[src/rtl/pong_scan.sv]
// Raster scan generator and object renderer for the pong field.
// Walks a 128x128 signed field plus blanking and classifies each active pixel against a per-frame game-state snapshot.
module pong_scan #(
    parameter int unsigned H_BLANK     = 32,
    parameter int unsigned V_BLANK     = 8,
    parameter int unsigned BALL_HALF   = 1,
    parameter int unsigned PADDLE_HALF = 4,
    parameter int unsigned PADDLE_X    = 60
) (
    input  logic              clk,
    input  logic              reset,
    input  logic signed [7:0] ball_x,
    input  logic signed [7:0] ball_y,
    input  logic signed [7:0] paddle_p1,
    input  logic signed [7:0] paddle_p2,
    output logic              frame_tick,
    output logic              pixel_valid,
    output logic signed [7:0] pixel_x,
    output logic signed [7:0] pixel_y,
    output logic [1:0]        pixel_kind,
    output logic              frame_start
);

    localparam int unsigned H_TOTAL = 128 + H_BLANK;
    localparam int unsigned V_TOTAL = 128 + V_BLANK;
    localparam int unsigned HW      = $clog2(H_TOTAL + 1);
    localparam int unsigned VW      = $clog2(V_TOTAL + 1);

    localparam logic signed [8:0] BH     = 9'(BALL_HALF);
    localparam logic signed [8:0] PH     = 9'(PADDLE_HALF);
    localparam logic signed [7:0] P1_COL = 8'(0 - PADDLE_X);
    localparam logic signed [7:0] P2_COL = 8'(PADDLE_X - 1);

    localparam logic [1:0] KIND_BG     = 2'd0;
    localparam logic [1:0] KIND_NET    = 2'd1;
    localparam logic [1:0] KIND_PADDLE = 2'd2;
    localparam logic [1:0] KIND_BALL   = 2'd3;

    logic [HW-1:0] h, h_nxt_c;
    logic [VW-1:0] v, v_nxt_c;
    logic          h_last_c, v_last_c, active_c;

    logic signed [7:0] sb_x, sb_y, sp1, sp2;

    logic signed [7:0] cur_x_c, cur_y_c;
    logic signed [8:0] dbx_c, dby_c, dp1_c, dp2_c;
    logic              ball_hit_c, paddle_hit_c, net_hit_c;
    logic [1:0]        kind_c;

    // Raster counters: h wraps each line, v advances on h wrap.
    always_comb begin
        h_last_c = (h == HW'(H_TOTAL - 1));
        v_last_c = (v == VW'(V_TOTAL - 1));
        h_nxt_c  = h + HW'(1);
        v_nxt_c  = v;
        if (h_last_c) begin
            h_nxt_c = '0;
            v_nxt_c = v_last_c ? '0 : v + VW'(1);
        end
    end

    always_ff @(posedge clk or negedge reset) begin
        if (!reset) begin
            h <= '0;
            v <= '0;
        end else begin
            h <= h_nxt_c;
            v <= v_nxt_c;
        end
    end

    // Game state is latched on the final cycle of a frame so the next frame renders tear-free.
    always_ff @(posedge clk or negedge reset) begin
        if (!reset) begin
            sb_x <= '0;
            sb_y <= '0;
            sp1  <= '0;
            sp2  <= '0;
        end else if (h_last_c && v_last_c) begin
            sb_x <= ball_x;
            sb_y <= ball_y;
            sp1  <= paddle_p1;
            sp2  <= paddle_p2;
        end
    end

    // Hit tests at 9-bit signed width so objects near the edges clip instead of wrapping.
    always_comb begin
        active_c = (h < HW'(128)) && (v < VW'(128));
        cur_x_c  = {1'b0, h[6:0]} - 8'd64;
        cur_y_c  = {1'b0, v[6:0]} - 8'd64;
        dbx_c    = {cur_x_c[7], cur_x_c} - {sb_x[7], sb_x};
        dby_c    = {cur_y_c[7], cur_y_c} - {sb_y[7], sb_y};
        dp1_c    = {cur_y_c[7], cur_y_c} - {sp1[7], sp1};
        dp2_c    = {cur_y_c[7], cur_y_c} - {sp2[7], sp2};

        ball_hit_c   = (dbx_c >= -BH) && (dbx_c <= BH) &&
                       (dby_c >= -BH) && (dby_c <= BH);
        paddle_hit_c = ((cur_x_c == P1_COL) && (dp1_c >= -PH) && (dp1_c <= PH)) ||
                       ((cur_x_c == P2_COL) && (dp2_c >= -PH) && (dp2_c <= PH));
        net_hit_c    = (cur_x_c == 8'sd0) && !v[2];

        kind_c = KIND_BG;
        if (ball_hit_c) begin
            kind_c = KIND_BALL;
        end else if (paddle_hit_c) begin
            kind_c = KIND_PADDLE;
        end else if (net_hit_c) begin
            kind_c = KIND_NET;
        end
    end

    // One-cycle registered view of the counter state; blanking drives zeros.
    always_ff @(posedge clk or negedge reset) begin
        if (!reset) begin
            frame_tick  <= 1'b0;
            frame_start <= 1'b0;
            pixel_valid <= 1'b0;
            pixel_x     <= '0;
            pixel_y     <= '0;
            pixel_kind  <= KIND_BG;
        end else begin
            frame_tick  <= (h == '0) && (v == VW'(128));
            frame_start <= (h == '0) && (v == '0);
            pixel_valid <= active_c;
            pixel_x     <= active_c ? cur_x_c : 8'sd0;
            pixel_y     <= active_c ? cur_y_c : 8'sd0;
            pixel_kind  <= active_c ? kind_c : KIND_BG;
        end
    end

endmodule

[config.mk]
export PLATFORM = sky130hd
export DESIGN_NAME = pong_scan
export DESIGN_NICKNAME = d
export VERILOG_FILES = /design/src/rtl/pong_scan.sv
export SDC_FILE = /design/constraint.sdc
export NUM_CORES = 1
export LEC_CHECK = 0
export CORE_UTILIZATION = 35
export CTS_BUF_LIST = sky130_fd_sc_hd__clkbuf_8
export DETAILED_ROUTE_END_ITERATION = 10
export PLACE_DENSITY = 0.58
export SYNTH_ARGS = -nofsm -noshare
export SYNTH_HDL_FRONTEND = slang
export SYNTH_SLANG_ARGS = --single-unit
export TNS_END_PERCENT = 10
[constraint.sdc]
create_clock -name clk -period 3 [get_ports clk]
set_input_delay 0.9 -clock clk [delete_from_list [all_inputs] [get_ports clk]]
set_output_delay 0.9 -clock clk [all_outputs]
set_load 0.01 [all_outputs]
## Word level (Yosys, flattened, before mapping)

Index checks and enable logic that the tools add are counted.

| word-level totals | value |
|---|---|
| register bits after elaboration | 69 |
| input port bits | 34 |
| word-level logic and storage cells | 60 |
| output and inout port bits | 21 |

| operators by class | value |
|---|---|
| $add $sub $neg | 8 |
| order comparisons | 10 |
| reductions and logical operators | 17 |
| equality and inequality tests | 5 |
| mux-type cells | 8 |

Operator list:

| kind | number |
|---|---|
| 8-bit by 8-bit subtractor with 9-bit output | 4 |
| 8-bit two-way mux | 4 |
| 8-bit equality test (second input constant) | 3 |
| 8-bit logical NOT | 3 |
| 9-bit by 1-bit >= comparator with 1-bit output (second input constant) | 2 |
| 9-bit by 3-bit >= comparator with 1-bit output (second input constant) | 2 |
| 9-bit by 2-bit <= comparator with 1-bit output (second input constant) | 2 |
| 9-bit by 4-bit <= comparator with 1-bit output (second input constant) | 2 |
| 8-bit by 1-bit adder with 8-bit output (second input constant) | 2 |
| 8-bit by 7-bit equality test with 1-bit output (second input constant) | 2 |
| 8-bit < comparator (second input constant) | 2 |
| 7-bit by 7-bit subtractor with 8-bit output (second input constant) | 2 |
| 1-bit logical AND | 12 |
| 2-bit two-way mux | 3 |
| 1-bit logical NOT | 1 |
| 1-bit logical OR | 1 |
| 1-bit two-way mux | 1 |

## Logic depth before layout (Yosys ltp)

| depth | value |
|---|---|
| word-level depth | 9 |
| mapped depth | 13 |

## Least setup slack after synthesis

Ideal clock, no wire load.

| timing path | value |
|---|---|
| path type | register -> register |
| start | register h[0] |
| end | register pixel_kind[1] |
| stages on the path, launching flop included | 14 |
| required time | 2.864 ns |
| library setup time | 0.136 ns |
| arrival | 2.683 ns |
| buffers on the path | 0 |
| period minus slack after synthesis | 2.819 ns |
| setup slack | 0.181 ns |
| cells stage by stage | dfrtp_1 -> inv_1 -> ha_1 -> inv_1 -> fa_1 -> a211oi_1 -> o31ai_2 -> a21oi_1 -> xor2_1 -> nor3_1 -> ha_1 -> xnor2_1 -> o221ai_2 -> o31ai_1 |

| on the way | value |
|---|---|
| cells in the longest elaborated chain, start to end | 8 |
| elaborated cells on any way between the ends | 19 |
| classes of those cells | add/sub: 2; order compare: 3; eq/ne: 2; mux: 3; reduce/logical: 9 |

RTL lines:

| element | RTL line | text |
|---|---|---|
| start: declaration | 39 | `logic [HW-1:0] h, h_nxt_c;` |
| start signal: assignment | 67 | `h <= h_nxt_c;` |
| 7-bit by 7-bit subtractor with 8-bit output | 90 | `cur_x_c = {1'b0, h[6:0]} - 8'd64;` |
| 8-bit by 8-bit subtractor with 9-bit output, or another cell as far along | 92 | `dbx_c = {cur_x_c[7], cur_x_c} - {sb_x[7], sb_x};` |
| 9-bit by 1-bit >= comparator with 1-bit output, or another cell as far along | 97 | `ball_hit_c = (dbx_c >= -BH) && (dbx_c <= BH) &&` |
| 1-bit logical AND (on tied branches) | 97, 100, 99 |  |
| 1-bit logical AND / 1-bit logical OR (equally long branches) | 97, 99 |  |
| 1-bit logical AND / 2-bit two-way mux (equally long branches) | 98, 106 |  |
| 2-bit two-way mux | 104 | `if (ball_hit_c) begin` |
| 2-bit two-way mux (*) | 128 | `pixel_kind <= active_c ? kind_c : KIND_BG;` |
| end signal: assignment | 128 |  |
| end: declaration | 20 | `output logic [1:0] pixel_kind,` |

Every way passes the cells marked *; elsewhere a longest branch is shown, timed or not.
A chain may end at the register's enable or synchronous reset.

## Worst setup path in the final report

| timing path | value |
|---|---|
| start | register v[2] |
| end | register pixel_kind[1] |

| on the way | value |
|---|---|
| cells in the longest elaborated chain, start to end | 9 |
| elaborated cells on any way between the ends | 22 |
| classes of those cells | add/sub: 4; order compare: 7; mux: 3; reduce/logical: 8 |

RTL lines:

| element | RTL line | text |
|---|---|---|
| start: declaration | 40 | `logic [VW-1:0] v, v_nxt_c;` |
| start signal: assignment | 68 | `v <= v_nxt_c;` |
| 7-bit by 7-bit subtractor with 8-bit output | 91 | `cur_y_c = {1'b0, v[6:0]} - 8'd64;` |
| 8-bit by 8-bit subtractor with 9-bit output (on tied branches) | 94, 95 |  |
| 9-bit by 3-bit >= comparator with 1-bit output (on tied branches) | 99, 100 |  |
| 1-bit logical AND (on tied branches) (2 in a row) | 99, 100 |  |
| 1-bit logical OR | 99 | `paddle_hit_c = ((cur_x_c == P1_COL) && (dp1_c >= -PH) && (dp1_c <= PH)) \|\|` |
| 2-bit two-way mux | 106 | `end else if (paddle_hit_c) begin` |
| 2-bit two-way mux | 104 |  |
| 2-bit two-way mux (*) | 128 |  |

Marked as above.

==> key figures <==
Run status
  – Outcome: finished with violations
  – Failing checks: DRC

Logic synthesis
  – Post-Syn Nets: 531
  – Yosys cell types: 55
  – Synthesized area per cell: 9.21 µm²
  – EDFF count, synth: 0
  – Sequential area share after synthesis: 40.0%
  – YS warnings: 0
  – Mapped Cells: 455
  – Mapped cell area: 4190 µm²
  – Post-synthesis register bit count: 67
  – Ys flop type: dfrtp_1
  – Asr flop ratio synth: 100%

Global route
  – Congestion Overflow GR: 0
  – Vias in the first global route: 3433
  – First-pass GRT wire length: 16.5 mm
  – Antenna violations before repair: 0
  – GRT Total Usage: 17.0%
  – Pin count of the biggest net entering global routing: 32

STA
  – Final Setup Violations: 0
  – Final critical-path required period: 2.87 ns
  – Slew headroom: 60.8%
  – Worst hold slack: 0.407 ns
  – Fin Setup TNS: 0 ns
  – Final Max Slew Viols: 0
  – Tcrit/Tclk final: 95.5%
  – Worst-Margin Slew: 0.583 ns
  – Final worst clock skew: 0.00601 ns
  – Max Freq: 349 MHz
  – Final hold vios: 0

Layout
  – Commonest non-fill, non-tap cell in the layout: dfrtp_1
  – Final Util: 45.7%
  – Commonest cells after routing, fill and taps aside: 67 x dfrtp_1, 53 x clkdlybuf4s50_1, 47 x inv_1
  – Layout cells sized above 1: 12.0%
  – Fin area: 5290 µm²
  – P&R area growth vs syn: 26.2%
  – Final #Nets: 606
  – Inserted Diodes: 0
  – Layout fillers: 1113

Clocking
  – Clk root buf: clkbuf_8
  – H-tree depth: 3
  – Clock Tree Buf Depth: 2
  – Clk_lat worst skew: 0.36 ns
  – Clk pin slew, worst setup/hold paths: 0.08 ns
  – Inserted Clock Buffers: 9
  – CTS sink cnt: 67
  – CTS tree: built

Die
  – Initial Utilization: 36.2%
  – CORE AREA: 11600 µm²
  – Num rows: 39
  – Full die area: 12400 µm²
  – Die width: 111 µm
  – Die Y: 111 µm
  – I/O pin total: 55

Worst setup path
  – R2R cell count: 10
  – Setup slack, reg-to-reg: 0.13 ns
  – Crit path max fanout: 5
  – Req. time, crit path: 3.23 ns
  – Worst r2r dst: pixel_kind[1]$_DFF_PN0_
  – WP data arrival: 3.10 ns
  – Crit Path Category: flop to flop
  – CP Capture Type: flop
  – Worst r2r src: v[2]$_DFFE_PN0N_
  – Critical path launch point type: flop

Routing
  – DRT Pass-1 Iters: 7
  – Post-DR vias/cell: 5.09
  – Total wire length: 9.75 mm
  – Drt drc: 10
  – Routed Antenna Nets: 0
  – DR vias: 3452
  – Starting DRT DRC Count: 134
  – WL/cell: 14.4 µm

Power and ir drop
  – Psw: 387 µW
  – Pwr Density: 316 nW/µm²
  – Leak pwr: 2.46 nW
  – Logic pwr share: 3.8%
  – Tot Pwr: 1.67 mW
  – Switching share of power: 23.2%
  – Clock Power Share: 42.1%
  – Worst VDD drop: 149 µV
  – P_int: 1.28 mW
  – Reg power frac: 54.1%

Placed design
  – IO Port Bufs: 54
  – Final HPWL DP: 7.35 mm
  – Routability Congestion: 0.833
  – Placed cell areas: 4990 µm²

Min path
  – Worst Hold Class: input port to asynchronous set/reset pin

Flow run
  – Max-cap violations: 0
-- cell type report --
cell class              count  area (µm²)  area share [%]
clock inverters             5        28.8           0.545
inverters                  48         180            3.41
repair buffers             78         728            13.8
clock buffers              11         151            2.86
multi-input cells         326        2340            44.3
well taps                 143         179            3.39
flip-flops and latches     67        1680            31.7
-- power by group through the flow --
stage                     combinational (mW)  sequential [mW]  clock, mW
after floorplan                     0.000459            0.920          0
after global placement                0.0653            0.920          0
after detailed placement              0.0663            0.920          0
after CTS                             0.0665            0.902      0.724
after global routing                  0.0716            0.902      0.762
final                                 0.0640            0.903      0.703
-- layer usage --
metal / track usage [%] / up-vias / share of wire [%]
met5: 0 / - / 0
met4: 7.57 / 0 / 2.0
met3: 2.50 / 12 / 2.9
met2: 27.1 / 62 / 46
met1: 22.9 / 1645 / 49
li1: - / 1733 / -
-- state kept, by name, summed over array words and instances, names as in the netlist, 2 cells and up --
| register | cells |
|---|---|
| pixel_x | 7 |
| h | 8 |
| sb_y | 8 |
| v | 8 |
| sp1 | 8 |
| sb_x | 8 |
| pixel_kind | 2 |
| sp2 | 8 |
| pixel_y | 7 |
-- synthesized netlist by cell type (all sizes together) (2+ instances only) --
cell | number | area share, %
dfrtp | 67 | 40
inv | 48 | 4.3
o21ai | 44 | 5.3
nand2 | 42 | 3.8
ha | 38 | 11
nor2 | 31 | 2.8
nor3 | 21 | 2.5
xnor2 | 18 | 3.8
a21oi | 14 | 1.7
xor2 | 13 | 2.7
nor4 | 9 | 1.5
and2 | 8 | 1.2
clkbuf | 8 | 0.72
a211oi | 6 | 1.1
buf | 6 | 0.81
nand2b | 6 | 0.90
nand4 | 6 | 0.90
nor2b | 6 | 0.90
nor3b | 5 | 0.90
and3 | 4 | 0.60
fa | 4 | 1.9
mux2 | 4 | 1.1
nand3 | 4 | 0.48
o211ai | 4 | 0.72
or3 | 3 | 0.45
or4 | 3 | 0.54
a21o | 2 | 0.36
a311o | 2 | 0.48
a311oi | 2 | 0.42
a41oi | 2 | 0.42
and4 | 2 | 0.42
nand4b | 2 | 0.42
o22ai | 2 | 0.45
o31ai | 2 | 0.48
or2 | 2 | 0.30
-- timing repair --
action / in CTS / in global routing
resized for setup: 1 / 14
buffers inserted: 0 / 6
pin swaps: 0 / 13
setup endpoints to repair: 1 / 2
hold buffers: 0 / 0
gates cloned: 0 / 0
-- cells by family after synthesis --
kind of cell / count (synthesis) / synth area share (%)
AO/OA/AOI/OAI: 91 / 13.9
XOR/XNOR: 31 / 6.48
adder cells (fa/ha/maj): 42 / 13.3
buffers and inverters: 62 / 5.82
flip-flops: 67 / 40.0
multiplexers: 4 / 1.08
AND/OR/NAND/NOR: 158 / 19.4
-- metrics by stage --
stage	std cells	setup WS, ns
after floorplan	455	0.181
after global placement	656	0.0700
after detailed placement	656	-0.0203
after CTS	672	0.0495
after global routing	678	-0.0403
final	678	0.134
-- worst max path at each step --
stage	from	slack, ns	to
4_1_cts	v[0]$_DFFE_PN0N_	0.05	pixel_kind[1]$_DFF_PN0_
2_1_floorplan	h[0]$_DFF_PN0_	0.18	pixel_kind[1]$_DFF_PN0_
5_1_grt	v[0]$_DFFE_PN0N_	-0.04	pixel_kind[1]$_DFF_PN0_
3_5_place_dp	h[0]$_DFF_PN0_	-0.02	pixel_kind[1]$_DFF_PN0_
3_3_place_gp	h[0]$_DFF_PN0_	0.07	pixel_kind[1]$_DFF_PN0_
6_report	v[2]$_DFFE_PN0N_	0.13	pixel_kind[1]$_DFF_PN0_
-- critical path, stage by stage, from the launching register on --
cell,delay [ns]
dfrtp_1,0.46
ha_1,0.41
o21ai_0,0.11
a21oi_1,0.28
nor4_1,0.09
a311oi_1,0.53
nor3_2,0.10
ha_1,0.34
xnor2_2,0.14
o221ai_2,0.17
o31ai_1,0.10
Note: power is estimated with default switching activity, not from simulation.
==> RTL change 1: new RTL, same flow settings <==
`H_BLANK`: 32 -> 16.
--- a/src/rtl/pong_scan.sv
+++ b/src/rtl/pong_scan.sv
@@ -2,5 +2,5 @@
 // Walks a 128x128 signed field plus blanking and classifies each active pixel against a per-frame game-state snapshot.
 module pong_scan #(
-    parameter int unsigned H_BLANK     = 32,
+    parameter int unsigned H_BLANK     = 16,
     parameter int unsigned V_BLANK     = 8,
     parameter int unsigned BALL_HALF   = 1,
Formal check against the unedited RTL: same outputs for any inputs over 10 cycles, from zero or initial values and one cycle with reset low; that may be too few to reach the edited logic, so the function may still have changed.
==> RTL change 1 against the unedited design <==
The flow finishes with violations (design-rule violations, negative setup slack). Design area increased by 5.8%. Largest power group unchanged. Wire length increased by 3.8%. Total power increased by 3.1%. Worst setup slack got worse by 0.59 ns. Sequential cell count did not move. Area after synthesis is 0.96% higher. Fmax decreased by 17%. Final cell count up 6.6%.
==> RTL change 1: results (changes against the unedited design) <==
Run status
  – Status: finished with violations
  – Failing checks: design-rule violations, negative setup slack

Place
  – Placed insts: 707 (+7.8%)
  – Gpl congestion: 0.838 (+0.59%)
  – Final HPWL from detailed placement: 7640 um (+3.9%)

Global routing
  – Gr usage total: 17.3% (+0.40 points)
  – First-pass GRT wire length: 16900 um (+2.3%)
  – Vias in the first global route: 3486 (+1.5%)

Yosys
  – Top post-synthesis cells by count: dfrtp_1 (67), inv_1 (50), nand2_1 (45), o21ai_0 (42), nor2_1 (40)
  – Mapped Cells: 463 (+1.8%)
  – Synthesized-area fraction occupied by adder cells: 13.1% (-0.13 points)
  – Compound-Gate Fraction of Synth Area: 13.3% (-0.63 points)
  – Synth top area cells: dfrtp_1 (40%), ha_1 (11%), o21ai_0 (5.0%)
  – Seq/Total Area, Yosys: 39.6% (-0.38 points)

STA
  – Final setup TNS: -0.882 ns (-0.882 ns)
  – Final clock skew: 0.00933 ns (+0.00332 ns)
  – Least-Margin Pin Slew: 0.562 ns (-0.0211 ns)
  – Highest Clock Rate: 289 MHz (-17%)
  – Final setup margin: -0.455 ns (-0.589 ns)
  – Final setup vio count: 2 (+2)

Critical path
  – Critical Path Fanout Max: 2 (-3)
  – Crit path arrival time: 3.74 ns (+0.64 ns)
  – Reg2Reg Depth: 17 (+7)
  – Worst Setup SP: h[0]

Power
  – Leakage power: 2.66 nW (+7.9%)
  – Peak VDD IR: 0.143 mV (-4.1%)

Worst hold path
  – Min-Delay Path Class: reg -> reg

Final layout
  – Nets: 652 (+7.6%)
  – Fin cells: 723 (+6.6%)
  – Filler cells: 1137 (+2.2%)
  – Share of layout cells above drive strength 1: 17.9% (+6.0 points)

Drt
  – Total wire length: 10100 um (+3.8%)
  – Drt drc: 5 (-5)
  – Avg Vias per Cell: 4.89 (-3.9%)
  – Pre-antenna DRT Iters: 8 (+1)
-- RTL change 1: logic make-up (layout without fill, tap and decap cells) --
group / Yosys count / count (layout)
AO/OA/AOI/OAI: 93 / 93
adder cells (fa/ha/maj): 42 / 42
AND/OR/NAND/NOR: 162 / 162
XOR/XNOR: 29 / 29
buffers and inverters: 63 / 180
multiplexers: 7 / 7
flip-flops: 67 / 67
-- RTL change 1: worst min path at each step --
stage / startpoint / endpoint / slack, ns / cells past startpoint
after floorplan: v[7] / frame_start / 0.43 / 1
after global placement: v[7] / frame_start / 0.46 / 1
after detailed placement: v[7] / frame_start / 0.45 / 1
after CTS: v[7] / frame_start / 0.46 / 1
after global routing: v[7] / frame_start / 0.50 / 1
final: v[7] / frame_start / 0.48 / 1
-- RTL change 1: layout make-up --
type                    count  share of cell area (%)
clock inverters             6                    1.19
clock buffers               9                    2.22
inverters                  50                    3.36
flip-flops and latches     67                    30.0
repair buffers            115                    17.8
multi-input cells         333                    42.3
well taps                 143                    3.20
-- RTL change 1: repair_timing --
action | in CTS | in global routing
gates resized for setup | 5 | 11
pin swaps | 6 | 9
setup endpoints to repair | 2 | 2
setup buffers | 1 | 0
-- RTL change 1: power breakdown --
| part | internal, mW | switching (mW) | total (mW) | leakage (nW) |
|---|---|---|---|---|
| sequential | 0.902 | 0 | 0.902 | 0.750 |
| combinational | 0.0385 | 0.0238 | 0.0623 | 1.82 |
| clock | 0.380 | 0.376 | 0.756 | 0.0877 |
| total | 1.32 | 0.400 | 1.72 | 2.66 |
-- RTL change 1: worst max-delay path: stages, from the launching register on --
cell and delay, ns:
dfrtp_1 0.38, inv_1 0.10, ha_2 0.19, inv_1 0.05
fa_1 0.38, nand3_1 0.11, a21o_1 0.16, a21oi_1 0.09
a211o_1 0.28, nor3_2 0.18, ha_1 0.24, inv_1 0.05
o22ai_1 0.09, or3b_4 0.40, nor4_4 0.28, nand3_2 0.12
o2bb2ai_4 0.16, a41oi_2 0.12
-- RTL change 1: stage by stage --
step           power, mW  worst slack (ns)  area, um^2  utilization [%]  hold WS (ns)
2_1_floorplan      0.921            -0.372        4230                -         0.429
3_3_place_gp       0.984            -0.442        5310             45.7         0.460
3_5_place_dp       0.984            -0.517        5310             45.7         0.449
4_1_cts             1.75            -0.466        5530             47.6         0.465
5_1_grt             1.80            -0.587        5590             48.1         0.499
6_report            1.72            -0.455        5590             48.1         0.476
-- RTL change 1: per-layer routing --
| layer | global-route usage, % | up-vias | wire (um) |
|---|---|---|---|
| met2 | 26.9 | 65 | 4550 |
| met3 | 3.10 | 10 | 357 |
| li1 | - | 1813 | - |
| met4 | 6.76 | 0 | 123 |
| met5 | 0 | - | 0 |
| met1 | 24.0 | 1649 | 5090 |
==> RTL change 2: new RTL, same flow settings <==
Without the edit above. Add an input register stage for `ball_x`, `ball_y`, `paddle_p1` and `paddle_p2`, cleared by the reset; this delays them by one clock.
--- a/src/rtl/pong_scan.sv
+++ b/src/rtl/pong_scan.sv
@@ -36,4 +36,23 @@
     localparam logic [1:0] KIND_PADDLE = 2'd2;
     localparam logic [1:0] KIND_BALL   = 2'd3;
+
+    logic signed [7:0] ball_x_q;
+    logic signed [7:0] ball_y_q;
+    logic signed [7:0] paddle_p1_q;
+    logic signed [7:0] paddle_p2_q;
+
+    always_ff @(posedge clk or negedge reset) begin
+        if (!reset) begin
+            ball_x_q    <= '0;
+            ball_y_q    <= '0;
+            paddle_p1_q <= '0;
+            paddle_p2_q <= '0;
+        end else begin
+            ball_x_q    <= ball_x;
+            ball_y_q    <= ball_y;
+            paddle_p1_q <= paddle_p1;
+            paddle_p2_q <= paddle_p2;
+        end
+    end
 
     logic [HW-1:0] h, h_nxt_c;
@@ -78,8 +97,8 @@
             sp2  <= '0;
         end else if (h_last_c && v_last_c) begin
-            sb_x <= ball_x;
-            sb_y <= ball_y;
-            sp1  <= paddle_p1;
-            sp2  <= paddle_p2;
+            sb_x <= ball_x_q;
+            sb_y <= ball_y_q;
+            sp1  <= paddle_p1_q;
+            sp2  <= paddle_p2_q;
         end
     end
Behaviour: no difference found for any inputs over 10 cycles, from zero or initial values and one cycle with reset low; that may be too few to reach the edited logic, so the function may still have changed.
==> RTL change 2 against the unedited design <==
The flow finishes with violations (negative setup slack). Worst setup slack got worse by 0.36 ns. Hold slack improved by 0.050 ns. Wire length rose by 2.8%. Total power rose by 40%. Design area rose by 16%. Sequential cell count rose by 32. Highest routed layer unchanged. Area after synthesis rose by 17%. Fmax fell by 11%. First-iteration DRC count fell by 14%.
==> RTL change 2: results (changes against the unedited design) <==
Critical path
  – Reg-to-reg startpoint: h[0]
  – Crit path arrival time: 3.54 ns (+0.44 ns)
  – Critical Path Fanout Max: 2 (-3)
  – Type of the worst setup path: reg -> reg

Run status
  – Status: finished with violations
  – Failing checks: negative setup slack

STA
  – Final setup vio count: 2 (+2)
  – Final setup margin: -0.229 ns (-0.362 ns)
  – Least-Margin Pin Slew: 0.621 ns (+0.0378 ns)
  – Final clock skew: 0.0156 ns (+0.00959 ns)

Place
  – Placed insts: 734 (+12%)
  – Worst slack at placement: -0.281 ns (-0.261 ns)
  – DP Area: 5910 um^2 (+18%)
  – Port buffer count: 54 (unchanged)
  – Final HPWL from detailed placement: 7520 um (+2.3%)
  – Gpl congestion: 0.840 (+0.89%)

Yosys
  – Compound-Gate Fraction of Synth Area: 11.2% (-2.7 points)
  – Mux share of post-synthesis cell area: 0.921% (-0.15 points)
  – Xor/xnor share of the synthesized area: 5.91% (-0.57 points)
  – Main synth FF type: dfrtp_1
  – Synth top area cells: dfrtp_1 (51%), ha_1 (9.7%), o21ai_0 (4.4%)
  – Asr flop ratio synth: 100% (unchanged)
  – Synth Net Count: 554 (+4.3%)
  – Syn. warnings: 0 (unchanged)
  – Synthesized-area fraction occupied by adder cells: 11.4% (-1.9 points)
  – Seq/Total Area, Yosys: 50.6% (+11 points)
  – Mean area per synthesized cell: 10.2 um^2 (+11%)
  – Top post-synthesis cells by count: dfrtp_1 (99), inv_1 (46), nand2_1 (45), o21ai_0 (43), nor2_1 (39)
  – Yosys cell types: 54 (-1.8%)

Clock network
  – Clk Latency, worst-skew pair: 0.39 ns (+0.03 ns)
  – H-tree levels: 3 (unchanged)
  – Clock Tree Root: clkbuf_8
  – Clock Pin Slew Worst Setup and Hold Paths: 0.09 ns
  – Total CTS buffers: 9 (unchanged)
  – Clock Tree Buf Depth: 2 (unchanged)

Drt
  – Pre-antenna DRT Iters: 4 (-3)
  – Avg Vias per Cell: 4.76 (-6.5%)
  – DRT iter0 DRCs: 115 (-14%)
  – Total wire length: 10000 um (+2.8%)

Global routing
  – Vias in the first global route: 3558 (+3.6%)
  – Gr usage total: 15.5% (-1.5 points)
  – Largest net degree at the start of global routing: 49 (+53%)
  – First-pass GRT wire length: 17200 um (+3.9%)
  – Antenna violations before repair: 0 (unchanged)

Power
  – Net Sw Frac: 21.0% (-2.2 points)
  – Peak VDD IR: 0.187 mV (+26%)
  – Leakage power: 2.65 nW (+7.7%)

Worst hold path
  – Min-Delay Path Class: reg -> reg
  – Min-delay src: ball_x_q[4]

Final layout
  – Diodes inserted: 0 (unchanged)
  – Fin cells: 751 (+11%)
  – Share of layout cells above drive strength 1: 13.4% (+1.4 points)
  – Nets: 646 (+6.6%)
==> RTL change 2: changes by cell type after synthesis, moves of 5 or more <==
cell     change
dfrtp_1     +32
nand3_1      +8
nor4_1       -5
xnor2_1      +6
nor2_1       +8
nor3_1      -12
==> RTL change 2: path summary, 6_finish.rpt <==
| kind | endpoint | slack, ns | depth (start not counted) |
|---|---|---|---|
| min in group asynchronous | ball_x_q[5] | 0.52 | 1 |
| max | pixel_kind[0] | -0.23 | 16 |
| max in group asynchronous | h[5] | 1.82 | 2 |
| min reg2reg | sb_x[4] | 0.46 | 2 |
| max reg2reg | pixel_kind[0] | -0.23 | 16 |
| min | sb_x[4] | 0.46 | 2 |
==> RTL change 2: repair_timing <==
item | in CTS | in global routing
endpoints found under the setup margin | 2 | 2
pin swaps | 0 | 3
hold buffers | 0 | 0
gates resized for setup | 4 | 3
setup buffers | 0 | 1
==> RTL change 2: logic make-up (layout without fill, tap and decap cells) <==
kind of cell / count (synthesis) / after routing
xor+xnor: 33 / 33
simple gates: 154 / 154
fa+ha+maj: 42 / 42
buf+inv: 58 / 155
compound gates: 88 / 88
mux: 4 / 4
flops: 99 / 99
==> RTL change 2: final cells by class <==
| class | instances | area, um^2 |
|---|---|---|
| Sequential cell | 99 | 2480 |
| Fill cell | 1310 | 7300 |
| Clock inverter | 4 | 48.8 |
| Inverter | 46 | 173 |
| Clock buffer | 12 | 165 |
| Timing Repair Buffer | 93 | 843 |
| Multi-Input combinational cell | 321 | 2230 |
| Tap cell | 176 | 220 |
==> RTL change 2: metal layers <==
layer,vias up,GRT usage (%),wire [um]
met4,0,7.25,271
met3,16,3.30,348
met5,-,0,0
met1,1689,20.3,4810
li1,1797,-,-
met2,73,24.6,4590
==> RTL change 2: power by group through the flow <==
| stage | logic [mW] | registers, mW | clock network, mW |
|---|---|---|---|
| after floorplan | 0.000472 | 1.39 | 0 |
| after global placement | 0.0729 | 1.39 | 0 |
| after detailed placement | 0.0747 | 1.39 | 0 |
| after CTS | 0.0750 | 1.36 | 0.947 |
| after global routing | 0.0803 | 1.36 | 0.993 |
| final | 0.0713 | 1.36 | 0.905 |
==> RTL change 2: critical path: stages, from the launching register on <==
cell      delay, ns
dfrtp_1        0.40
inv_2          0.08
ha_4           0.13
inv_1          0.05
fa_2           0.34
nand3_2        0.09
a21boi_1       0.08
o21a_1         0.17
o31a_1         0.25
and4_1         0.21
ha_1           0.26
inv_1          0.06
o21ai_0        0.05
or4_1          0.44
o41ai_2        0.23
o211ai_1       0.17
a21oi_1        0.17
==> RTL change 2: through the flow <==
| stage | total power, mW | TNS [ns] |
|---|---|---|
| floorplan | 1.39 | -0.162 |
| global placement | 1.46 | -0.333 |
| detailed placement | 1.46 | -0.558 |
| CTS | 2.38 | -0.490 |
| global route | 2.44 | -0.802 |
| finish | 2.34 | -0.435 |
